**config.mk**
```make
export PLATFORM = sky130hd
export DESIGN_NAME = atctlc2axi500_rr_arb
export DESIGN_NICKNAME = d
export VERILOG_FILES = /design/src/rtl/atctlc2axi500_arb_pkg.sv /design/src/rtl/atctlc2axi500_mux_onehot.sv /design/src/rtl/atctlc2axi500_rr_arb.sv
export SDC_FILE = /design/constraint.sdc
export NUM_CORES = 1
export LEC_CHECK = 0
export ABC_AREA = 1
export BUFFER_PORTS_ARGS = -buffer_cell sky130_fd_sc_hd__buf_4
export CORE_MARGIN = 8
export CORE_UTILIZATION = 36
export DETAILED_ROUTE_END_ITERATION = 16
export GPL_TIMING_DRIVEN = 0
export PLACE_DENSITY = 0.75
export SETUP_SLACK_MARGIN = 0.1
export SYNTH_ARGS = -nofsm -noshare
export SYNTH_HDL_FRONTEND = slang
export SYNTH_SLANG_ARGS = --single-unit
```
**constraint.sdc**
```tcl
create_clock -name aclk -period 1.82 [get_ports aclk]
set_clock_uncertainty 0.15 [all_clocks]
set_input_delay 0.091 -clock aclk [delete_from_list [all_inputs] [get_ports aclk]]
set_output_delay 0.091 -clock aclk [all_outputs]
set_load 0.005 [all_outputs]
```
**src/rtl/atctlc2axi500_arb_pkg.sv**
```systemverilog
// Shared definitions for the TLC-to-AXI round-robin arbiter.
// Holds the arbiter state encoding used by atctlc2axi500_rr_arb.
package atctlc2axi500_arb_pkg;

  // IDLE: arbitrating freely each cycle; LOCK: grant pinned to a burst owner.
  typedef enum logic {
    IDLE = 1'b0,
    LOCK = 1'b1
  } arb_state_t;

endpackage

```
**src/rtl/atctlc2axi500_mux_onehot.sv**
```systemverilog
// One-hot selected payload multiplexer.
// Ports:
//   sel  - one-hot select, N bits (all-zero gives a zero result)
//   din  - packed inputs, input i at [i*W+:W]
//   dout - selected payload, W bits
module atctlc2axi500_mux_onehot #(
  parameter int N = 4,
  parameter int W = 8
) (
  input  logic [N-1:0]   sel,
  input  logic [N*W-1:0] din,
  output logic [W-1:0]   dout
);

  // AND-OR mux: a zero select naturally yields zero, no priority chain.
  always_comb begin
    dout = '0;
    for (int i = 0; i < N; i++) begin
      if (sel[i]) begin
        dout = dout | din[i*W +: W];
      end
    end
  end

endmodule

```
**src/rtl/atctlc2axi500_rr_arb.sv**
```systemverilog
// Round-robin arbiter sharing one AXI-side channel between N requesters.
// The grant is combinational in IDLE and pinned to the burst owner in LOCK
// until that owner's last beat is accepted.
// Ports:
//   aclk, aresetn       - clock, asynchronous active-low reset
//   req_valid/req_last  - per-requester valid and last-beat flag (N bits)
//   req_data            - packed payloads, requester i at [i*W+:W]
//   req_ready           - per-requester ready (only the granted one may be high)
//   out_valid/out_last  - downstream valid and last-beat flag
//   out_data            - selected payload
//   out_ready           - downstream ready
//   out_grant           - current one-hot grant, zero when nothing granted
//   busy                - high while locked on a burst
module atctlc2axi500_rr_arb
  import atctlc2axi500_arb_pkg::*;
#(
  parameter int N = 4,
  parameter int W = 8
) (
  input  logic           aclk,
  input  logic           aresetn,
  input  logic [N-1:0]   req_valid,
  input  logic [N-1:0]   req_last,
  input  logic [N*W-1:0] req_data,
  output logic [N-1:0]   req_ready,
  output logic           out_valid,
  output logic           out_last,
  output logic [W-1:0]   out_data,
  input  logic           out_ready,
  output logic [N-1:0]   out_grant,
  output logic           busy
);

  arb_state_t   state, state_nxt;
  logic [N-1:0] ptr, ptr_nxt;
  logic [N-1:0] lock_grant, lock_grant_nxt;
  logic [N-1:0] rr_grant;
  logic         handshake;

  // Search upward from the pointer with wrap: scan a doubled request vector
  // starting at the pointer position, then fold the two halves back together.
  function automatic logic [N-1:0] rr_pick(input logic [N-1:0] req,
                                           input logic [N-1:0] pri);
    logic [2*N-1:0] dbl;
    logic [2*N-1:0] hit;
    logic           found;
    int             base;
    dbl   = {req, req};
    hit   = '0;
    found = 1'b0;
    base  = 0;
    for (int i = 0; i < N; i++) begin
      if (pri[i]) base = i;
    end
    for (int k = 0; k < 2*N; k++) begin
      if (!found && (k >= base) && dbl[k]) begin
        hit[k] = 1'b1;
        found  = 1'b1;
      end
    end
    return hit[2*N-1:N] | hit[N-1:0];
  endfunction

  function automatic logic [N-1:0] rotl1(input logic [N-1:0] v);
    return {v[N-2:0], v[N-1]};
  endfunction

  assign rr_grant  = rr_pick(req_valid, ptr);
  assign out_grant = (state == LOCK) ? lock_grant : rr_grant;
  assign out_valid = |(req_valid & out_grant);
  assign req_ready = out_ready ? out_grant : '0;
  assign handshake = out_valid & out_ready;
  assign busy      = (state == LOCK);

  atctlc2axi500_mux_onehot #(.N(N), .W(W)) u_data_mux (
    .sel  (out_grant),
    .din  (req_data),
    .dout (out_data)
  );

  atctlc2axi500_mux_onehot #(.N(N), .W(1)) u_last_mux (
    .sel  (out_grant),
    .din  (req_last),
    .dout (out_last)
  );

  // A non-last beat opens a lock on the current winner; the last beat of a
  // transfer hands top priority to the requester after the winner.
  always_comb begin
    state_nxt      = state;
    ptr_nxt        = ptr;
    lock_grant_nxt = lock_grant;
    case (state)
      IDLE: begin
        if (handshake) begin
          if (out_last) begin
            ptr_nxt = rotl1(out_grant);
          end else begin
            state_nxt      = LOCK;
            lock_grant_nxt = out_grant;
          end
        end
      end
      LOCK: begin
        if (handshake && out_last) begin
          state_nxt      = IDLE;
          ptr_nxt        = rotl1(lock_grant);
          lock_grant_nxt = '0;
        end
      end
      default: begin
        state_nxt = IDLE;
      end
    endcase
  end

  always_ff @(posedge aclk or negedge aresetn) begin
    if (!aresetn) begin
      state      <= IDLE;
      ptr        <= {{(N-1){1'b0}}, 1'b1};
      lock_grant <= '0;
    end else begin
      state      <= state_nxt;
      ptr        <= ptr_nxt;
      lock_grant <= lock_grant_nxt;
    end
  end

endmodule

```
==> results of run 1 <==
[sequential cells by signal (all words and copies together), names as in the netlist]
| signal | count |
|---|---|
| ptr | 3 |
| lock_grant | 4 |
| busy | 1 |
[how the worst min path moves through the flow]
stage             end  cells past startpoint
2_1_floorplan    busy                      0
4_1_cts        ptr[2]                      2
5_1_grt        ptr[2]                      2
3_3_place_gp   ptr[2]                      1
6_report       ptr[2]                      2
3_5_place_dp   ptr[2]                      1
[where the power goes]
group,leakage (nW),total (W),internal [W],switching [W]
clock network,0.0138,0.000131,0.0000751,0.0000555
registers,0.103,0.000307,0.000250,0.0000573
logic,0.865,0.00220,0.00114,0.00106
total,0.982,0.00264,0.00147,0.00117
[critical path: stages, from the launching register on]
cell and delay, ns:
dfrtp_1 0.37, inv_2 0.06, nand2_2 0.07, nand2_2 0.06, nand2_4 0.10, nand4_4 0.09, o21ai_2 0.15, nand2_2 0.09
nand2_4 0.11, clkbuf_16 0.15, nand2_1 0.04, nand3_1 0.08, buf_4 0.12
[kinds of logic (layout without fill, tap and decap cells)]
| logic type | Yosys count | after routing | share of synthesized area |
|---|---|---|---|
| compound gates | 17 | 17 | 0.145 |
| buf+inv | 20 | 102 | 0.0937 |
| flops | 8 | 8 | 0.234 |
| simple gates | 88 | 88 | 0.527 |
[placed cells by master, fill, tap and decap left out]
cell           count
a22oi_2            7
o21ai_2            3
buf_8              1
clkbuf_16          1
nand2_2           11
dfrtp_1            8
inv_2              5
nor2_1             2
nand3_2            5
nand2_8            1
clkbuf_8           2
nor2_4             2
inv_1              9
nand4_1            1
buf_12             1
nor2_2             2
nand2_1           40
nand2_4           10
a22oi_1            1
inv_4              1
dlygate4sd3_1      1
clkbuf_4           3
nand3_1           13
buf_4             65
nand4_4            1
a21oi_2            4
a21oi_4            2
buf_6             13
[metal layers]
layer / track usage / share of wire / up-vias
met4: 0.0763 / 0.011 / 0
met2: 0.298 / 0.51 / 56
met5: 0 / 0 / -
li1: - / - / 597
met3: 0.0464 / 0.069 / 4
met1: 0.189 / 0.41 / 559
[area by class of cell]
cell class / count / area [µm²]
multi-input combinational: 105 / 726
timing repair buffer: 79 / 656
fill: 148 / 459
sequential: 8 / 200
buffer: 5 / 76.3
inverter: 15 / 58.8
tap: 28 / 35.0
clock buffer: 3 / 22.5
[through the flow]
step	power, W	setup TNS [ns]
floorplan	0.00116	0
global placement	0.00177	-1.43
detailed placement	0.00180	-2.16
CTS	0.00234	-1.47
global route	0.00283	-5.04
finish	0.00264	-2.75
[repair_timing]
item	in CTS	in global routing
buffers inserted	9	5
gates resized for setup	32	26
pin swaps	10	8
hold endpoints to repair	8	0
endpoints found under the setup margin	24	26
hold buffers	1	0
gates cloned	2	1
==> summary.md, run 1 <==
| Metric | Value |
|---|---|
| Status | `finished, violations left` |
| Failing checks | `negative setup slack` |
| Worst Setup End Kind | `output port` |
| Pin count of the biggest net entering global routing | `11` |
| Cell variety after synth | `19` |
| Clock Pin Slew Worst Setup and Hold Paths | `0.05 ns` |
| Drt drc | `0` |
| R2R Setup Slk | `-0.16 ns` |
| Drt wl/cell | `15.3 µm` |
| Reg2Reg Launch Point | `ptr[1]` |
| Yosys reg bits | `8` |
| Grt ovf | `0` |
| Skew-Pair Late Insertion Delay | `0.25 ns` |
| Number of H-tree levels | `1` |
| Io pins | `62` |
| Post-layout util | `0.794` |
| Inserted Clock Buffers | `3` |
| Fmax | `504 MHz` |
| Core area | `2230 µm²` |
| Initial antenna violation count | `0` |
| Die X | `64.7 µm` |
| FFs w/ async S/R, synth | `1.00` |
| Die ar. | `4190 µm²` |
| R2r endpoint | `lock_grant[1]` |
| Critical Path RT | `1.58 ns` |
| Worst Max-Slew Pin Slew | `0.376 ns` |
| Syn nets | `176` |
| Final Setup Violations | `23` |
| Synth top cells by count | `nand2_1, nand3_1, inv_1, nand2_2` |
| Layout area overhead | `108%` |
| Post-Place Worst Slack | `-0.146 ns` |
| Root Buffer | `clkbuf_4` |
| Vias in the first global route | `1295` |
| Top-area cell type share of the netlist area | `0.234` |
| TritonCTS clock tree | `built` |
| DR vias/cell | `5.00` |
| Die Ht | `64.7 µm` |
| TritonRoute pass-1 iters | `8` |
| Crit path from | `ptr[1]` |
| Total GRT Usage | `0.171` |
| Post-synthesis cell area | `855 µm²` |
| Clock sink count | `8` |
| Inst Count DP | `222` |
| Mapped Avg Cell Area | `6.43 µm²` |
| Seq/Total Area, Yosys | `0.234` |
| Initial Utilization | `0.383` |
| Via count | `1216` |
| PD cells | `1490 nW/µm²` |
| Syn Inst Count | `133` |
| Synth top area cells | `dfrtp_1, nand2_1, nand3_1` |
| Row count | `17` |
| DP Area | `1370 µm²` |
| Hold Path Class | `primary input to async pin` |
| Layout cell share with drive strength beyond 1 | `0.651` |
| CP Max Fanout | `5` |
| Final Cell Area | `1770 µm²` |
| Number of synthesized flops with an enable pin | `0` |
| Worst setup SP type | `register` |
| Post-Layout Cell Count | `243` |
| Arrival time worst endpoint | `1.74 ns` |
| PortBufs | `61` |
| Clock buffer depth | `2` |
| Final worst slack | `-0.164 ns` |
| Max Cap Violations | `0` |
| IR drop worst, VDD | `1.09 mV` |
| Cell taking the most area after synthesis | `dfrtp_1` |
| Final hold vios | `0` |
| LEAKAGE | `0.982 nW` |
| Final Max Tran Viols | `0` |
| RSZ-0062 raised after global routing | `yes` |
| Top-count cell post-synth | `nand2_1` |
| DP HPWL | `2630 µm` |
| Global-route wire length before repair | `5870 µm` |
| Critical path class | `register to output port` |
| Reg2reg path depth | `15` |
| YS warnings | `0` |
| Hold slack | `0.0876 ns` |
| Detailed Route Iter0 Violations | `67` |
| Routed Antenna Nets | `0` |
| Ys flop type | `dfrtp_1` |
| Antenna diodes | `0` |
| Relative slew slack | `0.749` |
| Wirelength, routed | `3710 µm` |
| Final Wtd Congestion | `0.879` |
| Worst setup path end | `out_data[0]` |
| Final #Nets | `260` |
| Final Cycle Share | `1.09` |
| Minimum clock period | `1.98 ns` |
Power figures use the tool's default switching activity.
==> inputs of run 2 (changes only) <==
- HOLD_SLACK_MARGIN: unset -> 0.12
==> run 2 against run 1 <==
The flow still finishes with violations (negative setup slack). Sequential share of layout area grew 0.24 points. Non-clock buffer count shrank 2. Count of clock-buffer cells in the layout is the same. Largest cell class is now multi-input gates. Largest power group unchanged.
==> summary.md, run 2 (synthesis results as in run 1) <==
| Metric | Value |
|---|---|
| Hold slack | `0.143 ns` |
| Drt wl/cell | `15.8 µm` |
| Final Max Tran Viols | `0` |
| Drt drc | `0` |
| Final Wtd Congestion | `0.879` |
| Post-layout util | `0.778` |
| Failing checks | `negative setup slack` |
| Wirelength, routed | `3810 µm` |
| Commonest non-fill, non-tap cell in the layout | `buf_4` |
| PD cells | `1460 nW/µm²` |
| Root Buffer | `clkbuf_4` |
| Status | `finished, violations left` |
| DP Area | `1370 µm²` |
| DR vias/cell | `4.99` |
| Io pins | `62` |
| Hold Path End | `ptr[1]` |
| Clock buffer depth | `2` |
| Layout area overhead | `103%` |
| Post-Layout Cell Count | `241` |
| Detailed Route Iter0 Violations | `37` |
| Reg2Reg Launch Point | `ptr[3]` |
| Clock Pin Slew Worst Setup and Hold Paths | `0.05 ns` |
| Antenna diodes | `0` |
| Post-Place Worst Slack | `-0.146 ns` |
| PortBufs | `61` |
| Total GRT Usage | `0.177` |
| Relative slew slack | `0.767` |
| Die Ht | `64.7 µm` |
| Inst Count DP | `222` |
| Hold Crit Start | `req_last[2]` |
| Inserted Clock Buffers | `3` |
| Final Cell Area | `1740 µm²` |
| Final worst slack | `-0.176 ns` |
| R2r endpoint | `lock_grant[1]` |
| LEAKAGE | `0.949 nW` |
| Reg with most FFs | `lock_grant` |
| Skew-Pair Late Insertion Delay | `0.25 ns` |
| Fmax | `501 MHz` |
| Final hold vios | `0` |
| Final Cycle Share | `1.10` |
| R2R Setup Slk | `-0.12 ns` |
| Routed Antenna Nets | `0` |
| Initial antenna violation count | `0` |
| Hold Path Cell Cnt | `5` |
| Crit path from | `ptr[3]` |
| Clock sink count | `8` |
| Minimum clock period | `2.00 ns` |
| Global-route wire length before repair | `6010 µm` |
| Max Cap Violations | `0` |
| Number of H-tree levels | `1` |
| TritonCTS clock tree | `built` |
| Final Setup Violations | `21` |
| Core area | `2230 µm²` |
| Arrival time worst endpoint | `1.76 ns` |
| Die X | `64.7 µm` |
| Worst setup SP type | `register` |
| Via count | `1202` |
| Final #Nets | `258` |
| RSZ-0062 raised after global routing | `yes` |
| Layout cell share with drive strength beyond 1 | `0.643` |
| DP HPWL | `2630 µm` |
| CP Max Fanout | `5` |
| Reg2reg path depth | `14` |
| Worst Max-Slew Pin Slew | `0.348 ns` |
| Critical Path RT | `1.58 ns` |
| Grt ovf | `0` |
| Row count | `17` |
| Critical path class | `register to output port` |
| TritonRoute pass-1 iters | `4` |
| Vias in the first global route | `1332` |
| Commonest cells after routing, fill and taps aside | `buf_4, nand2_1, nand3_1` |
| Pin count of the biggest net entering global routing | `11` |
| Hold Path Class | `primary input to register` |
| IR drop worst, VDD | `0.977 mV` |
| Die ar. | `4190 µm²` |
| Largest register FFs | `4` |
| Initial Utilization | `0.383` |
| Worst Setup End Kind | `output port` |
==> run 2: area by class of cell <==
class | instances | area [µm²]
flip-flops and latches | 8 | 200
repair buffers | 77 | 632
well taps | 28 | 35.0
clock buffers | 3 | 22.5
inverters | 15 | 58.8
fillers | 164 | 495
multi-input cells | 105 | 717
plain buffers | 5 | 72.6
==> run 2: worst max-delay path: stages (launching register included) <==
cell	delay, ns
dfrtp_1	0.43
nor2_4	0.18
nand2_4	0.09
nand3_2	0.07
nand2_1	0.06
nand2_2	0.08
nand2_4	0.08
buf_6	0.14
a22oi_2	0.12
nand3_1	0.11
buf_4	0.15
==> run 2: per-stage QoR <==
stage | total power (W) | TNS [ns]
after floorplan | 0.00116 | 0
after global placement | 0.00177 | -1.43
after detailed placement | 0.00180 | -2.16
after CTS | 0.00234 | -1.47
after global routing | 0.00272 | -4.47
final | 0.00254 | -2.43
==> run 2: timing repair <==
action                                  in CTS  in global routing
gates resized for setup                     32                 22
hold endpoints to repair                     8                  0
setup buffers                                9                  2
endpoints found under the setup margin      24                 26
pin swaps                                   10                 11
gates cloned                                 2                  1
hold buffers                                 2                  0
==> run 2: where the power goes <==
group | switching, W | internal (W) | total, W
clock | 0.0000568 | 0.0000752 | 0.000132
combinational | 0.00104 | 0.00106 | 0.00210
sequential | 0.0000577 | 0.000250 | 0.000308
==> run 2: how the worst max path moves through the flow <==
stage / to
floorplan: ptr[3]
global placement: out_data[1]
detailed placement: out_data[5]
CTS: out_data[4]
global route: out_data[0]
finish: out_data[6]
==> run 2: layer usage <==
metal / track usage / routed length (µm) / up-vias
met1: 0.190 / 1560 / 554
met4: 0.106 / 112 / 0
met5: 0 / 0 / -
li1: - / - / 594
met3: 0.0619 / 220 / 10
met2: 0.293 / 1910 / 44
